## src/rtl/trace_request_fifo.sv

```systemverilog
// Purpose: buffers pushed trace elements and their IF end times, and serves one per consumer request episode.
// Latency: a request sampled while non-empty gives data_valid on the next cycle; a push is poppable one edge later.
// Backpressure: none upstream. A push into a full FIFO with no pop that cycle is dropped and counted.
module trace_request_fifo #(
    parameter int DEPTH       = 16,
    parameter int TRACE_WIDTH = 128,
    parameter int TIME_WIDTH  = 32
) (
    input  logic                     clk,
    input  logic                     rst,
    input  logic                     ready_signal,
    input  logic [TRACE_WIDTH-1:0]   trace_element_in,
    input  logic [TIME_WIDTH-1:0]    if_stage_end_in,
    input  logic                     data_request,
    output logic                     data_present,
    output logic                     data_valid,
    output logic [TRACE_WIDTH-1:0]   trace_element_out,
    output logic [TIME_WIDTH-1:0]    if_stage_end_out,
    output logic [$clog2(DEPTH):0]   occupancy,
    output logic                     overflow,
    output logic [15:0]              drop_count
);

    localparam int PW = $clog2(DEPTH);
    localparam int CW = PW + 1;
    localparam logic [CW-1:0] FULL = CW'(DEPTH);

    typedef enum logic [1:0] {
        IDLE      = 2'd0,
        SERVE     = 2'd1,
        WAIT_DROP = 2'd2
    } state_t;

    state_t                 state;
    logic [PW-1:0]          wr_ptr;
    logic [PW-1:0]          rd_ptr;
    logic [CW-1:0]          count;
    logic [TRACE_WIDTH-1:0] mem_trace [DEPTH];
    logic [TIME_WIDTH-1:0]  mem_time  [DEPTH];

    logic pop;
    logic push;
    logic drop;

    // Pop only from IDLE with data; a pop frees a slot so a same-cycle push at full is accepted.
    always_comb begin
        pop  = 1'b0;
        push = 1'b0;
        drop = 1'b0;
        pop  = (state == IDLE) && data_request && (count != '0);
        push = ready_signal && ((count != FULL) || pop);
        drop = ready_signal && !push;
    end

    assign data_present = (count != '0);
    assign occupancy    = count;

    // Element storage; no reset needed since pointers and count define validity.
    always_ff @(posedge clk) begin
        if (push) begin
            mem_trace[wr_ptr] <= trace_element_in;
            mem_time[wr_ptr]  <= if_stage_end_in;
        end
    end

    // Pointers, occupancy and drop accounting.
    always_ff @(posedge clk) begin
        if (rst) begin
            wr_ptr     <= '0;
            rd_ptr     <= '0;
            count      <= '0;
            overflow   <= 1'b0;
            drop_count <= '0;
        end else begin
            if (push) wr_ptr <= wr_ptr + 1'b1;
            if (pop)  rd_ptr <= rd_ptr + 1'b1;
            case ({push, pop})
                2'b10:   count <= count + CW'(1);
                2'b01:   count <= count - CW'(1);
                default: count <= count;
            endcase
            if (drop) begin
                overflow <= 1'b1;
                if (drop_count != 16'hFFFF) drop_count <= drop_count + 16'd1;
            end
        end
    end

    // Serve FSM: one pop per request episode, data_valid is a single-cycle pulse.
    always_ff @(posedge clk) begin
        if (rst) begin
            state             <= IDLE;
            data_valid        <= 1'b0;
            trace_element_out <= '0;
            if_stage_end_out  <= '0;
        end else begin
            case (state)
                IDLE: begin
                    data_valid <= 1'b0;
                    if (pop) begin
                        trace_element_out <= mem_trace[rd_ptr];
                        if_stage_end_out  <= mem_time[rd_ptr];
                        data_valid        <= 1'b1;
                        state             <= SERVE;
                    end
                end
                SERVE: begin
                    data_valid <= 1'b0;
                    state      <= data_request ? WAIT_DROP : IDLE;
                end
                WAIT_DROP: begin
                    data_valid <= 1'b0;
                    if (!data_request) state <= IDLE;
                end
                default: begin
                    data_valid <= 1'b0;
                    state      <= IDLE;
                end
            endcase
        end
    end

endmodule

```

## config.mk

```make
export PLATFORM = sky130hd
export DESIGN_NAME = trace_request_fifo
export DESIGN_NICKNAME = d
export VERILOG_FILES = /design/src/rtl/trace_request_fifo.sv
export SDC_FILE = /design/constraint.sdc
export NUM_CORES = 2
export LEC_CHECK = 0
export CAP_MARGIN = 20
export CORE_MARGIN = 3
export CORE_UTILIZATION = 65
export CTS_CLUSTER_DIAMETER = 50
export DETAILED_ROUTE_END_ITERATION = 8
export DONT_BUFFER_PORTS = 1
export PLACE_DENSITY_LB_ADDON = 0.05
export SYNTH_ARGS = -nofsm -noshare
export SYNTH_HDL_FRONTEND = slang
export SYNTH_SLANG_ARGS = --single-unit
export TNS_END_PERCENT = 20
```

## constraint.sdc

```tcl
create_clock -name clk -period 27.8 [get_ports clk]
set_input_delay 5.56 -clock clk [delete_from_list [all_inputs] [get_ports clk]]
set_output_delay 5.56 -clock clk [all_outputs]
set_load 0.01 [all_outputs]
```

==> out/qor.yml <==
status:
  outcome: "completed"
floorplanning:
  rows: 145
  dieArea_sq_um: 163000
  start_util: 0.655
  ios: 348
  core_area_sq_um: 157000
  die_height_um: 403
  die_width_um: 403
cts:
  postCtsResizedCells: 0
  postCtsHoldBufs: 0
  cts_tree: "built"
  post_cts_buffers: 0
  cts.sinks: 2753
  h-tree-depth: 5
  cts_made_buffers: 290
  cts-root-buf: "clkbuf_16"
  clockBufferDepth: 4
  cts.clk_slew.worst_paths_ns: 0.06
  clkLatencyLatePin_ns: 0.90
sta:
  setup_slack_ns: 18.80
  finalMaxSlewViolations: 0
  tightest_slew_ns: 1.25
  fin_tns_setup_ns: 0
  hold_viol_final: 0
  fmax_mhz: 111
  period_minus_slack_ns: 9.00
  setup_viol: 0
  slew_headroom: 0.166
  period_share: 0.324
  finClkSkew_ns: 0.0537
  rsz0062_at_grt: "false"
grt:
  grt_usage: 0.276
  grt_pass1_wl_um: 326000
  grt_pass1_vias: 47200
  grt_overflow_total: 0
  antenna_found_initial: 4
  grt_max_degree: 126
worst_setup_path:
  critPathRequiredTime_ns: 28.29
  r2r_setup_slack_ns: 22.41
  path_max_fanout: 46
  crit_arrival_ns: 9.49
  end_kind: "flop"
  start_kind: "input pin"
  criticalPathCategory: "input pin to flop"
synth:
  synth-async-reset-ratio: 0
  synth_flop_cell: "edfxtp_1"
  ys_seq_area_frac: 0.787
  ys_ff_latch: 2753
  ys_top_cells_by_count: "2,560 x edfxtp_1, 640 x mux4_2, 326 x mux2i_1"
  synth_edf_count: 2560
  ys_types: 46
  syn_nets: 4613
  yosys.cell_count.top_type: "edfxtp_1"
  netlist_instances: 4439
  synth_area_sq_um: 103000
  synth_top_area_cell: "edfxtp_1"
  synth_top_area_share: 0.749
  yosys-top-cells-area: "edfxtp_1 75%, mux4_2 14%, dfxtp_1 3.8%"
  syn_avg_cell_area_sq_um: 23.1
  yosysWarnings: 0
route:
  first_pass_iters: 5
  vias_per_cell: 6.68
  antenna_left: 0
  vias: 45600
  wl_per_cell_um: 32.2
  drt-total-wl_um: 220000
  drt_iter0_drc: 4750
  drc_errors: 0
hold_path:
  worst_hold_path_type: "flop to flop"
placement:
  dp.cells: 6329
  place_congestion: 0.773
  portBuffers: 0
  dp_hpwl_um: 116000
  post-place-ws_ns: 17.89
power_and_ir_drop:
  p_leak_nw: 34.4
  ir_drop_uv: 66.0
  powerDensity_nw_per_um2: 82.2
  power_w: 0.00936
finish:
  final_nets: 4738
  area.growth.synth_to_final_pct: 11.0
  drive_above_1_share: 0.238
  stdcell_count: 6828
  fillers: 8816
run:
  cap_violations: 0
## flip-flops by register name, indices dropped and copies added, names as in the netlist
name / count
data_valid: 1
mem_time: 512
drop_count: 16
wr_ptr: 4
state: 2
overflow: 1
if_stage_end_out: 32
trace_element_out: 128
occupancy: 5
rd_ptr: 4
mem_trace: 2048
## cell usage in the layout, fill, tap and decap left out, drive strengths merged, types with 4 or more instances in the layout
cell type	count
nor3	6
nand2	175
bufinv	11
xnor2	15
clkbuf	416
or2	4
a211oi	4
clkinv	62
nand3	10
nand4	5
mux2i	326
dfxtp	193
mux4	640
buf	73
a21oi	8
xor2	6
edfxtp	2560
ha	9
o221ai	160
inv	10
clkinvlp	6
nor2	41
a2111oi	6
## worst max-delay path, cell delays in order
cell and delay [ns]:
or3b_1 0.49, a31oi_2 0.51, nand2_1 0.33, nor2_4 0.90, buf_4 0.77, buf_4 0.79
## kinds of logic (layout without fill, tap and decap cells)
kind of cell	count (synthesis)	after routing	share of synthesized area
AOI/OAI and AO/OA	187	187	0.0164
xor gates and xnor gates	21	21	0.00179
adders and majority gates	10	10	0.00129
buffers and inverters	248	578	0.0105
DFF	2753	2753	0.787
muxes	966	966	0.172
other	0	1	0
and+or+nand+nor	254	254	0.0107
## power breakdown
part	total, W	leakage (nW)	internal [W]	switching, W
clock	0.00360	4.31	0.00213	0.00147
combinational	0.000859	5.43	0.000384	0.000475
sequential	0.00490	24.7	0.00470	0.000200
## worst paths after layout
path / start / endpoint / cells past startpoint
worst max-delay path: data_request / mem_trace[5][36] / 6
worst min-delay path: overflow / overflow / 2
worst min register to register: overflow / overflow / 2
worst max register to register: rd_ptr[2] / trace_element_out[123] / 7
## layout make-up
type | count | area [sq um] | area share
Timing Repair Buffer | 73 | 739 | 0.00650
Multi-Input combinational cell | 1438 | 20900 | 0.184
Inverter | 8 | 30.0 | 0.000264
Sequential cell | 2753 | 80700 | 0.709
Antenna cell | 1 | 2.50 | 0.0000220
Clock inverter | 81 | 673 | 0.00591
Tap cell | 2058 | 2570 | 0.0226
Clock buffer | 416 | 8160 | 0.0717
## layer usage
| metal | GRT usage | part of all wire | vias to the layer above |
|---|---|---|---|
| met5 | 0 | 0 | - |
| met4 | 0.0587 | 0.017 | 0 |
| met3 | 0.0640 | 0.078 | 264 |
| met2 | 0.458 | 0.51 | 1758 |
| met1 | 0.385 | 0.39 | 24500 |
| li1 | - | - | 19100 |
## metrics by stage
| stage | area, sq um | util | hold slack, ns |
|---|---|---|---|
| after floorplan | 103000 | - | 0.470 |
| after global placement | 105000 | 0.671 | 0.478 |
| after detailed placement | 105000 | 0.671 | 0.482 |
| after CTS | 114000 | 0.727 | 0.490 |
| after global routing | 114000 | 0.727 | 0.522 |
| final | 114000 | 0.727 | 0.491 |
Power figures use the tool's default switching activity.
